### config.mk
export PLATFORM = sky130hd
export DESIGN_NAME = inst_stream_encoder
export DESIGN_NICKNAME = d
export VERILOG_FILES = /design/src/rtl/inst_stream_encoder.sv
export SDC_FILE = /design/constraint.sdc
export NUM_CORES = 1
export LEC_CHECK = 0
export ABC_AREA = 1
export CAP_MARGIN = 20
export CORE_ASPECT_RATIO = 1.2
export CORE_UTILIZATION = 38
export CTS_CLUSTER_SIZE = 8
export DETAILED_ROUTE_END_ITERATION = 10
export GPL_TIMING_DRIVEN = 0
export PLACE_DENSITY = 0.79
export SETUP_SLACK_MARGIN = 0.02
export SYNTH_ARGS = -nofsm -noshare
export SYNTH_HDL_FRONTEND = slang
export SYNTH_SLANG_ARGS = --single-unit
### constraint.sdc
create_clock -name clk -period 1.8 [get_ports clk]
set_clock_uncertainty 0.2 [all_clocks]
set_input_delay 0.27 -clock clk [delete_from_list [all_inputs] [get_ports clk]]
set_output_delay 0.27 -clock clk [all_outputs]
set_load 0.005 [all_outputs]
### src/rtl/inst_stream_encoder.sv
// inst_stream_encoder: packs symbolic instruction fields (ADD, SUB, OR, LW,
// SW, BEQ) into RV32I words and writes them sequentially into IMEM.
// Optional feature macro: INST_ENC_HALT_LOOP_EN appends a beq x0,x0,0 halt
// word after the final instruction of each program.
module inst_stream_encoder #(
    parameter int ADDR_W    = 8,
    parameter int BASE_ADDR = 0
) (
    input  logic              clk,
    input  logic              rst,
    input  logic              start,
    input  logic              in_valid,
    output logic              in_ready,
    input  logic [2:0]        in_op,
    input  logic [4:0]        in_rd,
    input  logic [4:0]        in_rs1,
    input  logic [4:0]        in_rs2,
    input  logic [12:0]       in_imm,
    input  logic              in_last,
    output logic              mem_we,
    output logic [ADDR_W-1:0] mem_addr,
    output logic [31:0]       mem_wdata,
    output logic              busy,
    output logic              done,
    output logic [1:0]        err,
    output logic [ADDR_W:0]   count
);

    typedef enum logic [1:0] {S_IDLE, S_RUN, S_DONE} state_t;

    localparam logic [ADDR_W-1:0] BASE     = ADDR_W'(BASE_ADDR);
    localparam logic [ADDR_W-1:0] MAX_ADDR = '1;
    localparam logic [31:0]       HALT_WORD = 32'h0000_0063;

    state_t              state_q, state_d;
    logic [ADDR_W-1:0]   ptr_q, ptr_d;
    logic [ADDR_W:0]     count_q, count_d;
    logic [1:0]          err_q, err_d;
    logic                we_q, we_d;
    logic [ADDR_W-1:0]   addr_q, addr_d;
    logic [31:0]         wdata_q, wdata_d;
    logic                last_acc_q, last_acc_d;  // final tuple already consumed
    logic                ovf_q, ovf_d;            // wrote the top address mid-program
    logic                halt_q, halt_d;          // halt word still to be written
    logic                finish_q, finish_d;      // program ends at the next edge

    logic                enc_legal;
    logic [31:0]         enc_word;
    logic                accept;
    logic                at_max;

    assign accept = in_valid && in_ready;
    assign at_max = (ptr_q == MAX_ADDR);

    // Field packing for the supported opcodes; flags illegal ops and odd BEQ offsets
    always_comb begin
        enc_legal = 1'b1;
        enc_word  = 32'h0;
        unique case (in_op)
            3'd0: enc_word = {7'b0000000, in_rs2, in_rs1, 3'b000, in_rd, 7'b0110011};
            3'd1: enc_word = {7'b0100000, in_rs2, in_rs1, 3'b000, in_rd, 7'b0110011};
            3'd2: enc_word = {7'b0000000, in_rs2, in_rs1, 3'b110, in_rd, 7'b0110011};
            3'd3: enc_word = {in_imm[11:0], in_rs1, 3'b010, in_rd, 7'b0000011};
            3'd4: enc_word = {in_imm[11:5], in_rs2, in_rs1, 3'b010, in_imm[4:0], 7'b0100011};
            3'd5: begin
                enc_word  = {in_imm[12], in_imm[10:5], in_rs2, in_rs1, 3'b000,
                             in_imm[4:1], in_imm[11], 7'b1100011};
                enc_legal = !in_imm[0];
            end
            default: enc_legal = 1'b0;
        endcase
    end

    // State register
    always_ff @(posedge clk) begin
        if (rst) state_q <= S_IDLE;
        else     state_q <= state_d;
    end

    // Next-state logic: start is only honoured outside RUN
    always_comb begin
        state_d = state_q;
        unique case (state_q)
            S_IDLE, S_DONE: if (start)    state_d = S_RUN;
            S_RUN:          if (finish_q) state_d = S_DONE;
            default:                      state_d = S_IDLE;
        endcase
    end

    // Status outputs derived from state and sticky flags
    always_comb begin
        in_ready = (state_q == S_RUN) && !last_acc_q && !ovf_q;
        busy     = (state_q == S_RUN) || we_q;
        done     = (state_q == S_DONE);
    end

    // Datapath: write-port staging, pointer/count advance and error tracking
    always_comb begin
        ptr_d      = ptr_q;
        count_d    = count_q;
        err_d      = err_q;
        we_d       = 1'b0;
        addr_d     = addr_q;
        wdata_d    = wdata_q;
        last_acc_d = last_acc_q;
        ovf_d      = ovf_q;
        halt_d     = halt_q;
        finish_d   = 1'b0;
        if (state_q != S_RUN) begin
            if (start) begin
                ptr_d      = BASE;
                count_d    = '0;
                err_d      = 2'b00;
                last_acc_d = 1'b0;
                ovf_d      = 1'b0;
                halt_d     = 1'b0;
            end
        end else if (halt_q) begin
            we_d     = 1'b1;
            addr_d   = ptr_q;
            wdata_d  = HALT_WORD;
            count_d  = count_q + 1'b1;
            if (!at_max) ptr_d = ptr_q + 1'b1;
            halt_d   = 1'b0;
            finish_d = 1'b1;
        end else if (accept) begin
            if (in_last) last_acc_d = 1'b1;
            if (enc_legal) begin
                we_d    = 1'b1;
                addr_d  = ptr_q;
                wdata_d = enc_word;
                count_d = count_q + 1'b1;
                // The pointer saturates at the top so it never wraps onto the program start
                if (!at_max) ptr_d = ptr_q + 1'b1;
                if (at_max && !in_last) begin
                    err_d[1] = 1'b1;
                    ovf_d    = 1'b1;
                    finish_d = 1'b1;
                end
            end else begin
                err_d[0] = 1'b1;
            end
            if (in_last) begin
`ifdef INST_ENC_HALT_LOOP_EN
                // No room for the halt word once the top address has been used
                if (enc_legal && at_max) begin
                    err_d[1] = 1'b1;
                    finish_d = 1'b1;
                end else begin
                    halt_d = 1'b1;
                end
`else
                finish_d = 1'b1;
`endif
            end
        end
    end

    // Datapath registers; reset drops any pending write
    always_ff @(posedge clk) begin
        if (rst) begin
            ptr_q      <= BASE;
            count_q    <= '0;
            err_q      <= 2'b00;
            we_q       <= 1'b0;
            addr_q     <= BASE;
            wdata_q    <= 32'h0;
            last_acc_q <= 1'b0;
            ovf_q      <= 1'b0;
            halt_q     <= 1'b0;
            finish_q   <= 1'b0;
        end else begin
            ptr_q      <= ptr_d;
            count_q    <= count_d;
            err_q      <= err_d;
            we_q       <= we_d;
            addr_q     <= addr_d;
            wdata_q    <= wdata_d;
            last_acc_q <= last_acc_d;
            ovf_q      <= ovf_d;
            halt_q     <= halt_d;
            finish_q   <= finish_d;
        end
    end

    assign mem_we    = we_q;
    assign mem_addr  = addr_q;
    assign mem_wdata = wdata_q;
    assign err       = err_q;
    assign count     = count_q;

endmodule
==> flow_summary.json <==
{
  "grt_pass1_wl_um": 13000,
  "finalCritPeriodShare_pct": 96.6,
  "initial_core_util_pct": 39.9,
  "crit_type": "flip-flop to output port",
  "highest_layer": "met4",
  "final_hold_viol_count": 0,
  "yosysWarnings": 0,
  "rsz0062_at_grt": "true",
  "slew_headroom_pct": 56.3,
  "maxSlewViolCount": 0,
  "hold_path.class": "primary input to flip-flop",
  "cts_sinks": 60,
  "setup_viol": 0,
  "synthTopCellsByArea": "dfxtp_1, nand2_1, nor2_1, a21oi_1, o21ai_0",
  "placed_cells_incl_taps": 562,
  "drtIter0Drc": 137,
  "boundaryPins": 91,
  "vias": 3075,
  "synth_area_mm2": 0.00277,
  "num_rows": 33,
  "syn_avg_cell_area_um2": 7.15,
  "grt_overflow_total": 0,
  "endpoint_kind": "output port",
  "wl_met1_um": 3500,
  "cts-htree-levels": 3,
  "die_w_um": 79.9,
  "ir_worst_vdd_uv": 589,
  "path_max_fanout": 3,
  "layout.cells.non_filler": 590,
  "max_cap_violations": 0,
  "power_density_mw_per_mm2": 814,
  "whs_ns": 0.0171,
  "yosysTopAreaCellShare_pct": 43.4,
  "arrival_ns": 1.27,
  "coreArea_mm2": 0.00694,
  "drtPass1Iterations": 5,
  "portBuffers": 86,
  "drive_gt1_share_pct": 16.5,
  "cts_buffers": 9,
  "clk_pin_slew_worst_paths_ns": 0.07,
  "nNetsFinal": 537,
  "grtUsageTotal_pct": 21.8,
  "cpMaxStageDelayCell": "clkdlybuf4s50_1",
  "hpwlAfterDp_um": 5540,
  "area_growth_pct": 52.4,
  "route.met3.wl_um": 628,
  "synth-seq-area-share_pct": 43.4,
  "fmax_mhz": 575,
  "drc": 0,
  "netlist_instances": 387,
  "grt_max_degree": 11,
  "cts_tree": "done",
  "drtAntennaViolNets": 0,
  "wl_met2_um": 4010,
  "synth_top_cell_by_area": "dfxtp_1",
  "gp_congestion": 0.896,
  "cts_root_buf": "clkbuf_8",
  "fp.dieH_um": 95.5,
  "cts_buffer_depth": 2,
  "grt_pass1_vias": 2888,
  "outcome": "completed",
  "vias_per_cell": 5.21,
  "power.leakage_nw": 1.68,
  "tightest_slew_ns": 0.656,
  "crit_required_ns": 1.33,
  "critPathMaxStageDelay_ns": 0.49,
  "critPathLaunchType": "flip-flop",
  "dieArea_mm2": 0.00763,
  "min_period_ns": 1.74,
  "yosysUniqueCellTypes": 31,
  "antenna_cells": 0,
  "antenna_found_initial": 0,
  "synth-seq-cells": 60,
  "clock_latency_ns": 0.34,
  "totalWireLength_um": 8310,
  "cp_cell_sequence": "buf_4 -> clkdlybuf4s50_1",
  "drt-wirelength-per-cell_um": 14.1
}
[timing repair]
action                                 in CTS  in global routing
setup endpoints to repair                  40                 52
pin swaps                                   1                 11
cloned                                      1                  3
hold buffers                                2                  0
setup buffers                               2                  5
resized for setup                          19                 37
endpoints found under the hold margin       2                  0
[worst max-delay path, delay by kind of cell (launching register included)]
family	cells	cell delay, ns
flip-flops	1	0.34
buffers and inverters	2	0.59
[worst paths after layout]
path / start / end / slack, ns / cells past startpoint
max: err[1] / err[1] / 0.06 / 2
min: rst / state_q[0] / 0.02 / 2
max reg2reg: ptr_q[0] / ptr_q[0] / 0.08 / 9
min reg2reg: finish_q / state_q[0] / 0.25 / 1
[cell families after synthesis]
group,after synthesis,share of synthesized area [%]
other,1,0.135
AOI/OAI and AO/OA,81,15.9
buffers and inverters,54,8.90
and+or+nand+nor,187,30.1
adders and majority gates,2,0.904
xor gates and xnor gates,2,0.633
DFF,60,43.4
[flip-flops by register name (all words and copies together) (netlist names)]
| register | count |
|---|---|
| mem_we | 1 |
| finish_q | 1 |
| err | 2 |
| state_q | 2 |
| mem_wdata | 28 |
| count | 9 |
| mem_addr | 8 |
| last_acc_q | 1 |
| ptr_q | 8 |
[layout make-up]
cell class                      instances  area [µm²]
Inverter                               34         130
Fill cell                             594        2720
Clock inverter                          5         100
Buffer                                 20         135
Sequential cell                        60        1220
Timing Repair Buffer                   96         953
Tap cell                               87         109
Clock buffer                           10         138
Multi-Input combinational cell        278        1430
[through the flow]
stage / TNS (ns) / power, mW / area [µm²] / util, % / setup WS, ns
final: 0 / 3.43 / 4220 / 60.8 / 0.0610
after global routing: -0.0501 / 3.55 / 4220 / 60.8 / -0.0323
after CTS: 0 / 3.40 / 4050 / 58.4 / 0.0229
after detailed placement: -14.95 / 1.92 / 3750 / 54.0 / -0.448
after global placement: -13.49 / 1.91 / 3750 / 54.0 / -0.353
after floorplan: 0 / 1.66 / 2780 / - / 0.205
[cell usage in the layout (no fill, tap or decap), types with 4 or more instances in the layout]
master	count
nand2_1	84
clkdlybuf4s50_1	81
nor2_1	47
dfxtp_1	47
o21ai_0	33
a21oi_1	33
inv_1	30
nand3_1	29
buf_4	14
clkbuf_8	10
dfxtp_2	10
nand4_1	8
nor2_4	5
nand2_2	5
clkbuf_1	5
nand2_4	4
buf_6	4
a21oi_2	4
a22o_1	4
[report_power, final]
part	switching, mW	internal [mW]	leakage [nW]	total, mW
logic	0.268	0.269	1.07	0.537
clock network	0.535	0.945	0.122	1.48
registers	0.0364	1.38	0.494	1.42
total	0.840	2.59	1.68	3.43
[synth_stat cells]
cell type,count
nor2_1,49
o21ai_0,34
nor3_1,1
buf_2,5
o31ai_1,1
o21ai_1,1
clkbuf_1,6
dfxtp_1,60
nand2_2,1
or2_2,1
a22o_1,4
inv_2,1
ha_1,2
nand2_4,3
nor2_4,3
nand2_1,88
o41ai_1,1
buf_4,8
a21oi_2,2
nand3_2,1
nand3b_1,1
a31oi_1,1
nand3_4,1
nand3_1,30
o211a_1,1
conb_1,1
a21oi_1,36
buf_6,1
nand4_1,8
inv_1,33
xor2_1,2
[routing by layer]
metal	vias up	track usage (%)
met3	17	5.17
met2	142	37.6
met4	0	9.08
met1	1429	25.9
li1	1487	-
met5	-	0
Power figures use the tool's default switching activity.
